## src/rtl/mem_arbiter_if.sv

```systemverilog
// mem_arbiter_if: cache-side request/response buses and memory-side port of the memory arbiter.
interface mem_arbiter_if #(
  parameter int PADDR_W = 32,
  parameter int LINE_W = 128,
  parameter int SIZE_W = 3
);
  logic ic_req_valid_i;
  logic [PADDR_W-1:0] ic_addr_i;
  logic ic_req_ready_o;
  logic ic_resp_valid_o;
  logic [LINE_W-1:0] ic_resp_data_o;
  logic dc_req_valid_i;
  logic dc_req_we_i;
  logic [PADDR_W-1:0] dc_addr_i;
  logic [SIZE_W-1:0] dc_size_i;
  logic [LINE_W-1:0] dc_wr_data_i;
  logic dc_req_ready_o;
  logic dc_resp_valid_o;
  logic [LINE_W-1:0] dc_resp_data_o;
  logic mem_rd_req_valid_o;
  logic mem_wr_req_valid_o;
  logic mem_req_is_instr_o;
  logic [PADDR_W-1:0] mem_address_o;
  logic [LINE_W-1:0] mem_wr_data_o;
  logic [SIZE_W-1:0] mem_access_size_o;
  logic mem_data_valid_i;
  logic mem_data_is_instr_i;
  logic [LINE_W-1:0] mem_data_i;
  modport slave (
    input ic_req_valid_i, ic_addr_i, dc_req_valid_i, dc_req_we_i, dc_addr_i, dc_size_i, dc_wr_data_i,
    input mem_data_valid_i, mem_data_is_instr_i, mem_data_i,
    output ic_req_ready_o, ic_resp_valid_o, ic_resp_data_o, dc_req_ready_o, dc_resp_valid_o, dc_resp_data_o,
    output mem_rd_req_valid_o, mem_wr_req_valid_o, mem_req_is_instr_o, mem_address_o, mem_wr_data_o, mem_access_size_o
  );
  modport master (
    output ic_req_valid_i, ic_addr_i, dc_req_valid_i, dc_req_we_i, dc_addr_i, dc_size_i, dc_wr_data_i,
    output mem_data_valid_i, mem_data_is_instr_i, mem_data_i,
    input ic_req_ready_o, ic_resp_valid_o, ic_resp_data_o, dc_req_ready_o, dc_resp_valid_o, dc_resp_data_o,
    input mem_rd_req_valid_o, mem_wr_req_valid_o, mem_req_is_instr_o, mem_address_o, mem_wr_data_o, mem_access_size_o
  );
endinterface

```

## src/rtl/mem_arbiter.sv

```systemverilog
// mem_arbiter: round-robin sharing of one pipelined memory port between icache and dcache,
// with per-requester read tracking, tag-routed responses and a write-commit idle indication.
module mem_arbiter #(
  parameter int MAX_OUTSTANDING = 8,
  parameter int WR_COMMIT_LAT = 5,
  parameter int LINE_W = 128,
  parameter int SIZE_W = 3,
  parameter logic [SIZE_W-1:0] LINE_SIZE = 4
) (
  input logic clk_i,
  input logic rst_i,
  mem_arbiter_if.slave bus,
  input logic drain_i,
  output logic idle_o,
  output logic err_o
);
  localparam int CW = $clog2(MAX_OUTSTANDING + 1);
  localparam logic [CW-1:0] MAX_CNT = CW'(MAX_OUTSTANDING);
  typedef enum logic {GNT_IC, GNT_DC} gnt_e;
  gnt_e last_q, last_d;
  logic [CW-1:0] ic_cnt_q, ic_cnt_d, dc_cnt_q, dc_cnt_d;
  logic [WR_COMMIT_LAT-1:0] wr_sr_q, wr_sr_d;
  logic err_q, err_d, ic_rv_q, ic_rv_d, dc_rv_q, dc_rv_d;
  logic [LINE_W-1:0] ic_rd_q, ic_rd_d, dc_rd_q, dc_rd_d;
  logic ic_elig, dc_elig, ic_win, dc_win, ic_rsp, dc_rsp, ic_hit, dc_hit;
  always_comb begin
    ic_elig = bus.ic_req_valid_i && !drain_i && ic_cnt_q < MAX_CNT;
    dc_elig = bus.dc_req_valid_i && !drain_i && (bus.dc_req_we_i || dc_cnt_q < MAX_CNT);
    ic_win = ic_elig && (!dc_elig || last_q == GNT_DC);
    dc_win = dc_elig && !ic_win;
    ic_rsp = bus.mem_data_valid_i && bus.mem_data_is_instr_i;
    dc_rsp = bus.mem_data_valid_i && !bus.mem_data_is_instr_i;
    // a response with nothing outstanding is dropped rather than underflowing
    ic_hit = ic_rsp && ic_cnt_q != '0;
    dc_hit = dc_rsp && dc_cnt_q != '0;
    ic_cnt_d = ic_cnt_q + CW'(ic_win) - CW'(ic_hit);
    dc_cnt_d = dc_cnt_q + CW'(dc_win && !bus.dc_req_we_i) - CW'(dc_hit);
    wr_sr_d = {wr_sr_q[WR_COMMIT_LAT-2:0], dc_win && bus.dc_req_we_i};
    last_d = ic_win ? GNT_IC : dc_win ? GNT_DC : last_q;
    err_d = err_q || (ic_rsp && !ic_hit) || (dc_rsp && !dc_hit);
    ic_rv_d = ic_hit;
    dc_rv_d = dc_hit;
    ic_rd_d = ic_hit ? bus.mem_data_i : ic_rd_q;
    dc_rd_d = dc_hit ? bus.mem_data_i : dc_rd_q;
  end
  always_ff @(posedge clk_i or negedge rst_i) begin
    if (!rst_i) begin
      last_q <= GNT_DC;
      ic_cnt_q <= '0;
      dc_cnt_q <= '0;
      wr_sr_q <= '0;
      err_q <= 1'b0;
      ic_rv_q <= 1'b0;
      dc_rv_q <= 1'b0;
      ic_rd_q <= '0;
      dc_rd_q <= '0;
    end else begin
      last_q <= last_d;
      ic_cnt_q <= ic_cnt_d;
      dc_cnt_q <= dc_cnt_d;
      wr_sr_q <= wr_sr_d;
      err_q <= err_d;
      ic_rv_q <= ic_rv_d;
      dc_rv_q <= dc_rv_d;
      ic_rd_q <= ic_rd_d;
      dc_rd_q <= dc_rd_d;
    end
  end
  assign bus.ic_req_ready_o = ic_win;
  assign bus.dc_req_ready_o = dc_win;
  assign bus.mem_rd_req_valid_o = ic_win || (dc_win && !bus.dc_req_we_i);
  assign bus.mem_wr_req_valid_o = dc_win && bus.dc_req_we_i;
  assign bus.mem_req_is_instr_o = ic_win;
  assign bus.mem_address_o = ic_win ? bus.ic_addr_i : bus.dc_addr_i;
  assign bus.mem_wr_data_o = bus.dc_wr_data_i;
  assign bus.mem_access_size_o = ic_win ? LINE_SIZE : bus.dc_size_i;
  assign bus.ic_resp_valid_o = ic_rv_q;
  assign bus.ic_resp_data_o = ic_rd_q;
  assign bus.dc_resp_valid_o = dc_rv_q;
  assign bus.dc_resp_data_o = dc_rd_q;
  assign idle_o = ic_cnt_q == '0 && dc_cnt_q == '0 && wr_sr_q == '0;
  assign err_o = err_q;
endmodule

```

## src/flat_wrapper.sv

```systemverilog
// flat-port wrapper written by rule: the top's interface ports become plain ports
module mem_arbiter_flat 
#(
  parameter int MAX_OUTSTANDING = 8,
  parameter int WR_COMMIT_LAT = 5,
  parameter int LINE_W = 128,
  parameter int SIZE_W = 3,
  parameter logic [SIZE_W-1:0] LINE_SIZE = 4
)
  (clk_i, rst_i, drain_i, idle_o, err_o, bus_ic_req_valid_i, bus_ic_addr_i, bus_dc_req_valid_i, bus_dc_req_we_i, bus_dc_addr_i, bus_dc_size_i, bus_dc_wr_data_i, bus_mem_data_valid_i, bus_mem_data_is_instr_i, bus_mem_data_i, bus_ic_req_ready_o, bus_ic_resp_valid_o, bus_ic_resp_data_o, bus_dc_req_ready_o, bus_dc_resp_valid_o, bus_dc_resp_data_o, bus_mem_rd_req_valid_o, bus_mem_wr_req_valid_o, bus_mem_req_is_instr_o, bus_mem_address_o, bus_mem_wr_data_o, bus_mem_access_size_o);
  mem_arbiter_if #(.LINE_W(LINE_W), .SIZE_W(SIZE_W)) bus_i ();
  input logic clk_i;
  input logic rst_i;
  input logic drain_i;
  output logic idle_o;
  output logic err_o;
  input wire logic [$bits(bus_i.ic_req_valid_i)-1:0] bus_ic_req_valid_i;
  input wire logic [$bits(bus_i.ic_addr_i)-1:0] bus_ic_addr_i;
  input wire logic [$bits(bus_i.dc_req_valid_i)-1:0] bus_dc_req_valid_i;
  input wire logic [$bits(bus_i.dc_req_we_i)-1:0] bus_dc_req_we_i;
  input wire logic [$bits(bus_i.dc_addr_i)-1:0] bus_dc_addr_i;
  input wire logic [$bits(bus_i.dc_size_i)-1:0] bus_dc_size_i;
  input wire logic [$bits(bus_i.dc_wr_data_i)-1:0] bus_dc_wr_data_i;
  input wire logic [$bits(bus_i.mem_data_valid_i)-1:0] bus_mem_data_valid_i;
  input wire logic [$bits(bus_i.mem_data_is_instr_i)-1:0] bus_mem_data_is_instr_i;
  input wire logic [$bits(bus_i.mem_data_i)-1:0] bus_mem_data_i;
  output wire logic [$bits(bus_i.ic_req_ready_o)-1:0] bus_ic_req_ready_o;
  output wire logic [$bits(bus_i.ic_resp_valid_o)-1:0] bus_ic_resp_valid_o;
  output wire logic [$bits(bus_i.ic_resp_data_o)-1:0] bus_ic_resp_data_o;
  output wire logic [$bits(bus_i.dc_req_ready_o)-1:0] bus_dc_req_ready_o;
  output wire logic [$bits(bus_i.dc_resp_valid_o)-1:0] bus_dc_resp_valid_o;
  output wire logic [$bits(bus_i.dc_resp_data_o)-1:0] bus_dc_resp_data_o;
  output wire logic [$bits(bus_i.mem_rd_req_valid_o)-1:0] bus_mem_rd_req_valid_o;
  output wire logic [$bits(bus_i.mem_wr_req_valid_o)-1:0] bus_mem_wr_req_valid_o;
  output wire logic [$bits(bus_i.mem_req_is_instr_o)-1:0] bus_mem_req_is_instr_o;
  output wire logic [$bits(bus_i.mem_address_o)-1:0] bus_mem_address_o;
  output wire logic [$bits(bus_i.mem_wr_data_o)-1:0] bus_mem_wr_data_o;
  output wire logic [$bits(bus_i.mem_access_size_o)-1:0] bus_mem_access_size_o;
  assign bus_i.ic_req_valid_i = bus_ic_req_valid_i;
  assign bus_i.ic_addr_i = bus_ic_addr_i;
  assign bus_i.dc_req_valid_i = bus_dc_req_valid_i;
  assign bus_i.dc_req_we_i = bus_dc_req_we_i;
  assign bus_i.dc_addr_i = bus_dc_addr_i;
  assign bus_i.dc_size_i = bus_dc_size_i;
  assign bus_i.dc_wr_data_i = bus_dc_wr_data_i;
  assign bus_i.mem_data_valid_i = bus_mem_data_valid_i;
  assign bus_i.mem_data_is_instr_i = bus_mem_data_is_instr_i;
  assign bus_i.mem_data_i = bus_mem_data_i;
  assign bus_ic_req_ready_o = bus_i.ic_req_ready_o;
  assign bus_ic_resp_valid_o = bus_i.ic_resp_valid_o;
  assign bus_ic_resp_data_o = bus_i.ic_resp_data_o;
  assign bus_dc_req_ready_o = bus_i.dc_req_ready_o;
  assign bus_dc_resp_valid_o = bus_i.dc_resp_valid_o;
  assign bus_dc_resp_data_o = bus_i.dc_resp_data_o;
  assign bus_mem_rd_req_valid_o = bus_i.mem_rd_req_valid_o;
  assign bus_mem_wr_req_valid_o = bus_i.mem_wr_req_valid_o;
  assign bus_mem_req_is_instr_o = bus_i.mem_req_is_instr_o;
  assign bus_mem_address_o = bus_i.mem_address_o;
  assign bus_mem_wr_data_o = bus_i.mem_wr_data_o;
  assign bus_mem_access_size_o = bus_i.mem_access_size_o;
  mem_arbiter #(.MAX_OUTSTANDING(MAX_OUTSTANDING), .WR_COMMIT_LAT(WR_COMMIT_LAT), .LINE_W(LINE_W), .SIZE_W(SIZE_W), .LINE_SIZE(LINE_SIZE)) u_core (.clk_i(clk_i), .rst_i(rst_i), .bus(bus_i), .drain_i(drain_i), .idle_o(idle_o), .err_o(err_o));
endmodule
```

## config.mk

```make
export PLATFORM = sky130hd
export DESIGN_NAME = mem_arbiter_flat
export DESIGN_NICKNAME = d
export VERILOG_FILES = /design/src/rtl/mem_arbiter_if.sv /design/src/rtl/mem_arbiter.sv /design/src/flat_wrapper.sv
export SDC_FILE = /design/constraint.sdc
export NUM_CORES = 1
export LEC_CHECK = 0
export CAP_MARGIN = 10
export CORE_AREA = 2 2 293 295
export DETAILED_ROUTE_END_ITERATION = 6
export DIE_AREA = 0 0 295 297
export GPL_ROUTABILITY_DRIVEN = 0
export HOLD_SLACK_MARGIN = 0.06
export PLACE_DENSITY = 0.4
export SLEW_MARGIN = 10
export SYNTH_ARGS = -nofsm -noshare
export SYNTH_HDL_FRONTEND = slang
export SYNTH_SLANG_ARGS = --single-unit
export TNS_END_PERCENT = 50
```

## constraint.sdc

```tcl
create_clock -name clk_i -period 3.77 [get_ports clk_i]
set_input_delay 0.754 -clock clk_i [delete_from_list [all_inputs] [get_ports clk_i]]
set_output_delay 0.754 -clock clk_i [all_outputs]
set_load 0.01 [all_outputs]
```

==> results.cfg <==
[routing]
dr.pass1.iters = 4
drt_iter0_drc = 169
drtAntennaViolNets = 0
drt_wl_total_mm = 39.9
vias_per_cell = 3.27
drc = 0
wl_per_cell_um = 17.0
via_count = 7668

[critical_path]
crit_top_cell = clkdlybuf4s50_1
cp_num_cells = 6
cp_max_fo = 19
max_stage_delay_ns = 0.55
crit_chain = clkdlybuf4s50_1 -> nor2b_1 -> o21ai_4 -> buf_12 -> mux2_2 -> clkdlybuf4s50_1
startpoint_type = primary input
reg2regPathDepth = 9
crit_arrival_ns = 2.87
endpoint_kind = output port
crit_family = buffers and inverters
path_class = in -> out
crit_slowest_cell = nor2b_1
worstPathRequired_ns = 3.02
cp_num_buf_inv = 3

[layout]
areaGrowthSynthToFinish_pct = 55.2
drive_gt1_share_pct = 30.3
n_fill_cell = 8953
layout.cells.non_filler = 2348
multi_input_area_um2 = 3980
nets = 1518
area.sequential_um2 = 6830

[sta]
finalMaxSlewViolations = 0
tightestPinTransition_ns = 0.675
min_period_ns = 3.62
fmax_mhz = 276
finalCritPeriodShare_pct = 96.1
rsz0062_at_grt = no
holdWs_ns = 0.193
fin_ws_ns = 0.148
setup_viol = 0
final_hold_viol_count = 0
skew_ns = 0.0221
slew_headroom_pct = 54.9

[power]
total_power_w = 0.0118
p_leak_nw = 7.51
p_per_area_nw_per_um2 = 630
vdd_drop_max_uv = 280

[logic_synthesis]
yosysUniqueCellTypes = 31
synthesis.nets = 1124
synthTopCellsByArea = dfrtp_1 (56%), mux2_2 (19%), mux2_4 (9.9%)
yosysMostFrequentCell = dfrtp_1
synth_edf_count = 0
synth_area_per_cell_um2 = 15.4
yosys.area.top_type = dfrtp_1
synth_ff_type = dfrtp_1
yosysSeqAreaShare_pct = 56.6
yosys_warnings = 0
synth_area_um2 = 12100
async_reset_ff_share_pct = 100
synth_top_area_share_pct = 56.3
synthTopCellsByCount = dfrtp_1 (272), mux2_2 (208), buf_4 (131)
synth-seq-cells = 273
syn_inst = 782

[cts]
cts.clk_slew.worst_paths_ns = 0.06
clock_latency_ns = 0.54
root_buffer = clkbuf_16
cts_tree = built
htreeDepth = 2
cts_hold_buf = 0
cts_sinks = 273
clock_path_buffers = 3
cts_buffers = 37

[placed_design]
dp.cells = 2278
place_worst_setup_slack_ns = -0.189
io_buffers = 502
post-dp-hpwl_mm = 28.9

[floorplanning]
io-pin-count = 759
die_h_um = 297
std_cell_rows = 107
core_area_um2 = 84500
die_x_um = 295
dieArea_um2 = 87600
start_util_pct = 14.3

[global_route]
grt.total_usage_pct = 8.69
grt_overflow = 0
antenna_found_initial = 4
grt_pass1_vias = 8613
grt_pass1_wl_mm = 57.4
grt_max_degree = 71

[status]
status = finished clean

[flow_run]
drv_cap = 0

[worst_hold_path]
hp-class = in -> async
## cells by family after synthesis
kind of cell / Yosys count / share of synthesized area, %
compound gates: 10 / 0.538
xor+xnor: 5 / 0.363
fa+ha+maj: 11 / 1.26
buf+inv: 175 / 10.8
flops: 273 / 56.6
mux: 289 / 29.4
simple gates: 19 / 1.03
## routing by layer
metal	track usage (%)	vias to the layer above	wire length [um]	share of wire, %
li1	-	3364	-	-
met1	8.65	3782	13600	34
met2	15.4	447	20500	51
met3	4.41	75	4700	12
met4	3.10	0	1150	2.9
met5	0	-	0	0
## cell type report
type                    instances  area share, %
flip-flops and latches        273           36.4
repair buffers                516           27.9
multi-input cells             335           21.2
well taps                    1144           7.64
clock buffers                  54           5.87
clock inverters                 9          0.601
inverters                      13          0.260
diodes                          4         0.0534
## where the power goes
part	total, W	switching (W)	internal [W]
Sequential	0.00422	0.000457	0.00377
Combinational	0.00408	0.00154	0.00254
Clock	0.00351	0.00136	0.00215
## flip-flops by register name (all words and copies together) (netlist names)
signal and count:
u_core.dc_cnt_q 4, u_core.bus.ic_resp_data_o 128, u_core.bus.dc_resp_data_o 128, u_core.ic_cnt_q 4, u_core.bus.dc_resp_valid_o 1, u_core.last_q 1, u_core.bus.ic_resp_valid_o 1, u_core.wr_sr_q 5
u_core.err_o 1
## path summary, 6_finish.rpt
path                                                             endpoint  slack, ns                          from
worst max-delay path                                bus_mem_address_o[29]       0.15               bus_dc_req_we_i
worst min-delay path            u_core.bus.dc_resp_data_o[50]$_DFFE_PN0P_       0.19                         rst_i
worst max register to register               u_core.dc_cnt_q[2]$_DFF_PN0_       1.34  u_core.dc_cnt_q[3]$_DFF_PN0_
worst min register to register                u_core.wr_sr_q[3]$_DFF_PN0_       0.36   u_core.wr_sr_q[2]$_DFF_PN0_
max in group asynchronous       u_core.bus.dc_resp_data_o[25]$_DFFE_PN0P_       2.64                         rst_i
min in group clk_i                            u_core.wr_sr_q[3]$_DFF_PN0_       0.36   u_core.wr_sr_q[2]$_DFF_PN0_
## stage by stage
stage	TNS (ns)	area [um^2]	utilization [%]
global placement	-3.08	17500	20.7
detailed placement	-5.37	17500	20.7
floorplan	0	12100	-
CTS	-4.46	18700	22.1
global route	0	18700	22.2
finish	0	18700	22.2
## worst register-to-register path: stages (launching register included)
cell and delay (ns):
dfrtp_1 0.40, inv_1 0.06, ha_1 0.14, or3b_1 0.39, and3b_4 0.24, ha_1 0.28
inv_1 0.04, ha_1 0.22, fa_1 0.38, xor2_1 0.17
## repair_timing
action / 4_1_cts / 5_1_grt
resized for setup: 0 / 1
setup endpoints to repair: 35 / 37
pin swaps: 1 / 2
gates cloned: 0 / 1
setup buffers: 0 / 2
hold endpoints to repair: 0 / 0
## cell usage in the layout (no fill, tap or decap), types with 2 or more instances in the layout
cell type / count
buf_12: 8
clkinv_2: 4
fa_1: 2
nand2_1: 2
mux2_2: 208
nor2b_1: 2
diode_2: 4
a21oi_1: 3
a21o_1: 3
bufinv_16: 2
or3b_1: 2
clkdlybuf4s50_1: 501
clkbuf_16: 38
dfrtp_1: 272
o21ai_4: 2
clkbuf_1: 7
ha_1: 9
a211oi_1: 2
xnor2_1: 2
xor2_1: 3
and2_1: 3
clkbuf_8: 9
nand2b_1: 4
mux2_4: 80
inv_1: 13
buf_4: 6
(Power assumes the default switching activity.)
